`src/rtl/uart_pkg.sv`:
```
// Shared definitions for the UART receive block: deframer state encoding,
// register offsets inside the UART window and STATUS register bit positions.
package uart_pkg;

    typedef enum logic [2:0] {
        IDLE,
        START,
        DATA,
        STOP,
        WAIT_HIGH
    } rx_state_t;

    localparam logic [3:0] REG_DATA   = 4'h0;
    localparam logic [3:0] REG_STATUS = 4'h4;

    localparam int unsigned ST_VALID = 0;
    localparam int unsigned ST_FERR  = 1;
    localparam int unsigned ST_OVR   = 2;

endpackage

```
`src/rtl/uart_rx_fifo.sv`:
```
// Synchronous receive FIFO.
// Ports:
//   clk, rst        clock, asynchronous active-high reset
//   push, wdata     write request and data
//   pop             read request (ignored when empty)
//   full, empty     occupancy flags
//   head            entry at the read pointer (undefined when empty)
// A push while full is dropped unless a pop happens in the same cycle.
module uart_rx_fifo #(
    parameter int unsigned DEPTH = 4,
    parameter int unsigned WIDTH = 8
) (
    input  logic             clk,
    input  logic             rst,
    input  logic             push,
    input  logic [WIDTH-1:0] wdata,
    input  logic             pop,
    output logic             full,
    output logic             empty,
    output logic [WIDTH-1:0] head
);

    localparam int unsigned AW = $clog2(DEPTH);

    // One extra pointer bit distinguishes full from empty.
    logic [AW:0]      wr_ptr, rd_ptr;
    logic [WIDTH-1:0] mem [DEPTH];
    logic             do_push, do_pop;

    assign empty = (wr_ptr == rd_ptr);
    assign full  = (wr_ptr[AW] != rd_ptr[AW]) && (wr_ptr[AW-1:0] == rd_ptr[AW-1:0]);

    assign do_pop  = pop && !empty;
    // The slot freed by a simultaneous pop makes room for the push.
    assign do_push = push && (!full || do_pop);

    assign head = mem[rd_ptr[AW-1:0]];

    always_ff @(posedge clk or posedge rst) begin
        if (rst) begin
            wr_ptr <= '0;
            rd_ptr <= '0;
        end else begin
            if (do_push) wr_ptr <= wr_ptr + 1'b1;
            if (do_pop)  rd_ptr <= rd_ptr + 1'b1;
        end
    end

    always_ff @(posedge clk) begin
        if (do_push) mem[wr_ptr[AW-1:0]] <= wdata;
    end

endmodule

```
`src/rtl/uart_rx_mmio.sv`:
```
// UART receiver with memory-mapped DATA/STATUS registers.
// Ports:
//   clk, rst      system clock, asynchronous active-high reset
//   rx_pin        asynchronous serial input, idle high (8N1)
//   bus_addr      byte offset in the UART window, bits [3:2] decoded
//   bus_ren       read strobe; a DATA read pops one FIFO entry
//   bus_wen       write strobe; STATUS writes clear sticky flags
//   bus_wdata     write data
//   mmio_rdata    combinational read data
//   rx_valid      FIFO not empty
module uart_rx_mmio
    import uart_pkg::*;
#(
    parameter int unsigned CLK_FREQ   = 50000000,
    parameter int unsigned BAUD_RATE  = 115200,
    parameter int unsigned FIFO_DEPTH = 4
) (
    input  logic        clk,
    input  logic        rst,
    input  logic        rx_pin,
    input  logic [3:0]  bus_addr,
    input  logic        bus_ren,
    input  logic        bus_wen,
    input  logic [31:0] bus_wdata,
    output logic [31:0] mmio_rdata,
    output logic        rx_valid
);

    localparam int unsigned CLKS_PER_BIT = CLK_FREQ / BAUD_RATE;
    localparam int unsigned CW           = $clog2(CLKS_PER_BIT) + 1;
    localparam logic [CW-1:0] HALF_LAST  = CW'(CLKS_PER_BIT / 2 - 1);
    localparam logic [CW-1:0] BIT_LAST   = CW'(CLKS_PER_BIT - 1);

    logic            rx_meta, rxs;
    rx_state_t       state, state_d;
    logic [CW-1:0]   cnt, cnt_d;
    logic [2:0]      bit_idx, bit_idx_d;
    logic [7:0]      shift, shift_d;
    logic            frame_err, frame_err_d;
    logic            overrun, overrun_d;
    logic            push, ferr_set;
    logic            fifo_full, fifo_empty;
    logic [7:0]      fifo_head;
    logic [1:0]      sel;
    logic            pop, status_wr;
    logic [31:0]     status;
    logic            unused_bits;

    assign unused_bits = ^{bus_addr[1:0], bus_wdata[31:3], bus_wdata[0]};

    always_ff @(posedge clk or posedge rst) begin
        if (rst) begin
            rx_meta <= 1'b1;
            rxs     <= 1'b1;
        end else begin
            rx_meta <= rx_pin;
            rxs     <= rx_meta;
        end
    end

    always_ff @(posedge clk or posedge rst) begin
        if (rst) begin
            state     <= IDLE;
            cnt       <= '0;
            bit_idx   <= '0;
            shift     <= '0;
            frame_err <= 1'b0;
            overrun   <= 1'b0;
        end else begin
            state     <= state_d;
            cnt       <= cnt_d;
            bit_idx   <= bit_idx_d;
            shift     <= shift_d;
            frame_err <= frame_err_d;
            overrun   <= overrun_d;
        end
    end

    // Deframer: samples mid-bit by waiting half a bit in START, then whole bits.
    always_comb begin
        state_d   = state;
        cnt_d     = cnt;
        bit_idx_d = bit_idx;
        shift_d   = shift;
        push      = 1'b0;
        ferr_set  = 1'b0;
        case (state)
            IDLE: begin
                if (!rxs) begin
                    cnt_d   = '0;
                    state_d = START;
                end
            end
            START: begin
                if (cnt == HALF_LAST) begin
                    cnt_d = '0;
                    if (!rxs) begin
                        bit_idx_d = '0;
                        state_d   = DATA;
                    end else begin
                        state_d = IDLE;
                    end
                end else begin
                    cnt_d = cnt + CW'(1);
                end
            end
            DATA: begin
                if (cnt == BIT_LAST) begin
                    cnt_d            = '0;
                    shift_d[bit_idx] = rxs;
                    if (bit_idx == 3'd7) state_d = STOP;
                    else                 bit_idx_d = bit_idx + 3'd1;
                end else begin
                    cnt_d = cnt + CW'(1);
                end
            end
            STOP: begin
                if (cnt == BIT_LAST) begin
                    cnt_d = '0;
                    if (rxs) begin
                        push    = 1'b1;
                        state_d = IDLE;
                    end else begin
                        ferr_set = 1'b1;
                        state_d  = WAIT_HIGH;
                    end
                end else begin
                    cnt_d = cnt + CW'(1);
                end
            end
            WAIT_HIGH: begin
                if (rxs) state_d = IDLE;
            end
            default: state_d = IDLE;
        endcase
    end

    assign sel       = bus_addr[3:2];
    assign pop       = bus_ren && (sel == REG_DATA[3:2]) && !fifo_empty;
    assign status_wr = bus_wen && (sel == REG_STATUS[3:2]);

    // Sticky flags: a set in the same cycle as a clear wins.
    always_comb begin
        frame_err_d = frame_err;
        overrun_d   = overrun;
        if (status_wr && bus_wdata[ST_FERR]) frame_err_d = 1'b0;
        if (status_wr && bus_wdata[ST_OVR])  overrun_d   = 1'b0;
        if (ferr_set)                        frame_err_d = 1'b1;
        if (push && fifo_full && !pop)       overrun_d   = 1'b1;
    end

    uart_rx_fifo #(
        .DEPTH (FIFO_DEPTH),
        .WIDTH (8)
    ) u_fifo (
        .clk   (clk),
        .rst   (rst),
        .push  (push),
        .wdata (shift),
        .pop   (pop),
        .full  (fifo_full),
        .empty (fifo_empty),
        .head  (fifo_head)
    );

    assign rx_valid = !fifo_empty;

    always_comb begin
        status           = '0;
        status[ST_VALID] = rx_valid;
        status[ST_FERR]  = frame_err;
        status[ST_OVR]   = overrun;
    end

    always_comb begin
        mmio_rdata = '0;
        case (sel)
            REG_DATA[3:2]:   mmio_rdata = fifo_empty ? 32'h0 : {24'h0, fifo_head};
            REG_STATUS[3:2]: mmio_rdata = status;
            default:         mmio_rdata = '0;
        endcase
    end

endmodule
```
`config.mk`:
```
export PLATFORM = sky130hd
export DESIGN_NAME = uart_rx_mmio
export DESIGN_NICKNAME = d
export VERILOG_FILES = /design/src/rtl/uart_pkg.sv /design/src/rtl/uart_rx_fifo.sv /design/src/rtl/uart_rx_mmio.sv
export SDC_FILE = /design/constraint.sdc
export NUM_CORES = 1
export LEC_CHECK = 0
export CAP_MARGIN = 20
export CORE_MARGIN = 8
export CORE_UTILIZATION = 51
export CTS_BUF_LIST = sky130_fd_sc_hd__clkbuf_16
export DETAILED_ROUTE_END_ITERATION = 8
export PLACE_DENSITY = 0.79
export SYNTH_ARGS = -nofsm -noshare
export SYNTH_HDL_FRONTEND = slang
export SYNTH_HIERARCHICAL = 1
export SYNTH_SLANG_ARGS = --single-unit
```
`constraint.sdc`:
```
create_clock -name clk -period 3.3 [get_ports clk]
set_input_delay 0.66 -clock clk [delete_from_list [all_inputs] [get_ports clk]]
set_output_delay 0.66 -clock clk [all_outputs]
set_load 0.05 [all_outputs]
```
* After elaboration in Yosys (flattened, before gate mapping)
Memory sizes are Yosys's and may differ from the RTL's.
Index checks and enable logic that the tools add are counted.
** Cells by class
- $add $sub $neg :: 4
- $lt $le $gt $ge :: 2
- Eq/ne operators :: 19
- Mux-type cells :: 35
- Reduce and logical (&&, ||, !) cells :: 26
** Operators with widths (number)
- two-way mux 3 bit :: 11
- two-way mux 10 bit :: 3
- one-hot mux 10 bit (3 select lines) :: 1
- inequality test 2 bit, second input constant :: 8
- one-hot mux 8 bit (2 select lines) :: 1
- one-hot mux 3 bit (5 select lines) :: 1
- two-way mux 1 bit :: 13
- logical AND 1 bit :: 11
- adder 10 x 1 -> 10 bit, second input constant :: 1
- == test 10 x 8 -> 1 bit, second input constant :: 1
- == test 10 x 9 -> 1 bit, second input constant :: 1
- adder 3 x 1 -> 3 bit, second input constant :: 3
- bitwise mux 8 bit :: 1
- two-way mux 8 bit :: 1
- == test 3 x 2 -> 1 bit, second input constant :: 2
- == test 3 bit, second input constant :: 2
- one-hot mux 3 bit (2 select lines) :: 1
- AND reduction 6 bit :: 1
- nonzero test 2 bit :: 3
- AND reduction 5 bit :: 1
- < comparator 3 x 4 -> 1 bit, second input constant :: 1
- AND reduction 2 bit :: 2
- demux 1 bit (select 3 bit) :: 1
- == test 3 x 1 -> 1 bit, second input constant :: 1
- 12 further kinds :: 14
** Storage, ports and cells
- Register bits :: 34
- Bits in writable memories :: 32
- Output and inout port bits :: 33
- Memories :: 1
** Memory list
- u_fifo.mem :: depth 4, width 8, rd ports 1, clocked after Yosys merged registers in 0, wr ports 1, RTL line uart_rx_fifo.sv:27 : logic [WIDTH-1:0] mem [DEPTH];

* Logic depth before layout (Yosys ltp)
Gate-level depths: netlist of run 1.
- Depth in word-level cells :: 8
- Depth in mapped cells :: 10

* Cells and area by module
The synthesis of run 1 kept the hierarchy.
** By module, submodules not included
- uart_rx_mmio :: instances 1, cells an instance 207, area each 1921.8 µm², sequential area each 703.2 µm²
- uart_rx_fifo :: instances 1, cells an instance 78, area each 1651.6 µm², sequential area each 1111.1 µm²

* Worst setup path after synthesis of run 1
No wires, ideal clock.
- Path type :: register to output
- From :: reg u_fifo.rd_ptr[0]
- To :: out mmio_rdata[0]
- Arrival :: 2003 ps
- Slack :: 637 ps
- Cell stages (with the launch flop) :: 5
- Cells stage by stage :: dfrtp_1 > buf_6 > xor2_4 > nor3_1 > nor3_1
** Between the ends
- Word-level cells in the longest chain between the ends :: 3
- Elaborated cells between the ends (all ways) :: 5
** Ends and longest elaborated chain
- start: declaration :: RTL line uart_rx_fifo.sv:26 : logic [AW:0] wr_ptr, rd_ptr;
- start signal: assignment :: RTL line uart_rx_fifo.sv:45 : if (do_pop) rd_ptr <= rd_ptr + 1'b1;
- == test 3 bit * :: RTL line uart_rx_fifo.sv:30 : assign empty = (wr_ptr == rd_ptr);
- net fifo_empty :: RTL line uart_rx_mmio.sv:42 : logic fifo_full, fifo_empty;
- two-way mux 8 bit or zero test 1 bit (tied branches) :: RTL line uart_rx_mmio.sv:178, uart_rx_mmio.sv:166
- one-hot mux 8 bit (2 select lines) * :: RTL line uart_rx_mmio.sv:177 : case (sel)
- end: declaration :: RTL line uart_rx_mmio.sv:25 : output logic [31:0] mmio_rdata,
The timed path passes the listed nets; every way through them passes the cells marked *.

* Worst setup path in the final report of run 1
- From :: reg u_fifo.rd_ptr[0]
- To :: out mmio_rdata[2]
** Between the ends
- Word-level cells in the longest chain between the ends :: 3
- Elaborated cells between the ends (all ways) :: 4
** Ends and longest elaborated chain
- == test 3 bit :: RTL line uart_rx_fifo.sv:30
- net fifo_empty :: RTL line uart_rx_mmio.sv:42
- two-way mux 8 bit :: RTL line uart_rx_mmio.sv:178 : REG_DATA[3:2]: mmio_rdata = fifo_empty ? 32'h0 : {24'h0, fifo_head};
- one-hot mux 8 bit (2 select lines) :: RTL line uart_rx_mmio.sv:177
The timed path passes the listed nets, and every way through them passes these cells.

==> results of run 1 <==
[power by group through the flow]
stage                logic, W  registers, W  clock network, W
global route        0.0000938      0.000865           0.00100
floorplan           0.0000946      0.000878                 0
finish              0.0000880      0.000864          0.000948
detailed placement  0.0000868      0.000880                 0
global placement    0.0000867      0.000880                 0
CTS                 0.0000876      0.000864          0.000975
[cells in the final DEF, fill, tap and decap left out, drive strengths merged, types with 3 or more instances in the layout]
cell           instances
dfrtp                 32
edfxtp                32
conb                  24
nand2                 23
inv                   20
o21ai                 13
nor3                  12
mux2                  11
ha                    10
clkdlybuf4s50         10
buf                   10
clkbuf                 9
nor2                   9
and2                   8
mux4                   8
nand4                  7
nand3                  6
o211ai                 6
xnor2                  5
and3                   4
mux2i                  4
nor2b                  3
a21oi                  3
nor4                   3
o41ai                  3
nor4b                  3
xor2                   3
[what timing repair did]
action	in CTS	in global routing
endpoints found under the setup margin	0	3
hold endpoints to repair	0	0
gates resized for setup	0	3
[routing by layer]
layer | wire length, µm | global-route usage, % | vias to the layer above
li1 | - | - | 1054
met1 | 2769 | 17.12 | 1087
met2 | 3323 | 23.86 | 59
met3 | 427 | 4.609 | 10
met4 | 97 | 6.868 | 0
met5 | 0 | 0 | -
[cell families (layout without fill, tap and decap cells)]
family / count (synthesis) / count (layout) / synth area share, %
other: 1 / 24 / 0.1049
adder cells (fa/ha/maj): 10 / 10 / 3.501
flip-flops: 66 / 66 / 50.77
buffers and inverters: 51 / 56 / 8.928
XOR/XNOR: 8 / 8 / 3.011
multiplexers: 23 / 23 / 10.47
AND/OR/NAND/NOR: 88 / 88 / 14.18
AO/OA/AOI/OAI: 38 / 38 / 9.034
[worst paths after layout]
check | start | end | slack (ps)
worst min register to register | rx_meta | rxs | 360
worst max register to register | cnt[1] | u_fifo/mem[3][5] | 500
min in group asynchronous | rst | u_fifo/wr_ptr[2] | 580
worst max-delay path | u_fifo/rd_ptr[0] | mmio_rdata[2] | 210
worst min-delay path | rx_meta | rxs | 360
max in group asynchronous | rst | rx_meta | 2250
[state kept, by name, summed over array words and instances, names as in the netlist]
name           cells
overrun            1
cnt               10
u_fifo/wr_ptr      3
rx_meta            1
shift              8
rxs                1
bit_idx            3
state              3
u_fifo/mem        32
u_fifo/rd_ptr      3
frame_err          1
[cell type report]
class	count	share of cell area [%]
sequential	66	44.27
tap	96	2.931
timing repair buffer	22	6.412
multi-input combinational	191	37.37
clock buffer	9	5.496
clock inverter	7	1.863
inverter	18	1.649
[through the flow]
step	instance area, µm²	hold slack (ps)	power (W)	setup slack [ps]
after floorplan	3660	345.2	0.0009726	637.5
after global placement	3786	345.5	0.0009667	345.4
after detailed placement	3786	347.0	0.0009668	337.9
after CTS	4088	355.2	0.001927	2.827
after global routing	4098	363.6	0.001963	52.97
final	4098	356.1	0.001901	209.6
==> reports/metrics.cfg, run 1 <==
[setup_path]
rr_worst_depth=9
crit_required_ps=2640
critPathMaxFanout=7
worstSetupEndpointType=primary output
worstSetupStartpointType=flip-flop
critPathMaxStageDelay_ps=700
critPathSlowestCell=clkdlybuf4s50_1
arrival_ps=2430
crit_family=buffers and inverters
crit_cells=6
cp_common_cell=nor2_1
path_buf_inv=1
path_cells=xor2_4 > nor3_2 > nor2_1 > a22oi_1 > nor2_1 > clkdlybuf4s50_1
worstSetupPathType=reg2out

[power]
p_per_area_nw_per_um2=463.8
p_sw_share_pct=23.06
pwr-share-seq_pct=45.5
p_int_w=0.001462
peakVddDrop_mv=0.2659
clkPwrFrac_pct=49.9
p_leak_nw=1.757
p_switching_w=0.0004383
share_comb_of_total_power_pct=4.6

[sta]
setup_violations=0
finalSetupTns_ps=0
final-hold-violation-count=0
maxSlewHeadroom_pct=55.59
fin_skew_ps=6.400
rsz0062_at_grt=false
fin_crit_ps=3090
max_freq_mhz=323.6
worst_pin_slew_ps=661.1
finalCritPeriodShare_pct=93.65
drv_slew=0

[finish]
fin_cells=409
antennaDiodeCount=0
utilization_pct=60.31
syn2layout_area_growth_pct=14.67
multi_input_area_um2=1531
register_area_um2=1814
fin_nets=359
layout-drive-gt1-share_pct=15.97
fillers=531

[yosys]
synth-edff-count=32
synth_cell_types=58
synth-seq-area-share_pct=50.77
ys.flop_type=edfxtp_1
synth_cells=285
synth_area_leaders=edfxtp_1 (27%), dfrtp_1 (22%), mux4_1 (5.9%)
synth.top_cell.area_share_pct=26.89
netlist_area_um2=3573
yosys_register_bits=66
avgSynthCellArea_um2=12.54
yosysTopAreaCell=edfxtp_1
async_reset_ff_share_pct=51.52
synth_common_cells=dfrtp_1 (32), edfxtp_1 (32), buf_4 (25)
yosys_warnings=6

[clocking]
htreeDepth=3
holdBufCountCts=0
cts_root_buffer=clkbuf_16
numCtsBuffers=9
clk_path_buf_depth=2
clk_latency_ps=330
cts_tree=yes
clock_sinks=66
cts_setup_buffers=0
clk_pin_slew_worst_paths_ps=60

[placed_design]
port_buffers=17
routabilityCongestion=0.8525
hpwl_um=4424
dp.cells=393

[floorplan]
initial_core_util_pct=52.60
fp.dieW_um=99.71
coreArea_um2=6794
die-area_um2=9941
ioPinCount=74
placementRows=30
die_h_um=99.71

[drt]
via_count=2210
wl_per_cell_um=16.18
ant_nets=0
drc=0
drt_iter0_drc=89
viasPerCell=5.403
drtPass1Iterations=4
wirelength_um=6618

[global_routing]
grt_usage_pct=14.63
antenna_found_initial=0
overflow=0
grt_max_degree=29
grt_pass1_wl_um=11360
grt_pass1_vias=2220

[min_path]
hold_depth=0
min_path_type=reg2reg

[flow_run]
drv_cap=0

[run_status]
status=finished, final reports clean

No activity file was read; power rests on OpenSTA's default activity.
==> inputs of run 2 (changes only) <==
--- a/config.mk
+++ b/config.mk
@@ -5,11 +5,11 @@
 export SDC_FILE = /design/constraint.sdc
 export NUM_CORES = 1
 export LEC_CHECK = 0
-export CAP_MARGIN = 20
 export CORE_MARGIN = 8
 export CORE_UTILIZATION = 51
 export CTS_BUF_LIST = sky130_fd_sc_hd__clkbuf_16
 export DETAILED_ROUTE_END_ITERATION = 8
+export GPL_ROUTABILITY_DRIVEN = 0
 export PLACE_DENSITY = 0.79
 export SYNTH_ARGS = -nofsm -noshare
 export SYNTH_HDL_FRONTEND = slang
==> results of run 2 <==
No change in the layout: final DEF, timing and power equal those of run 1.
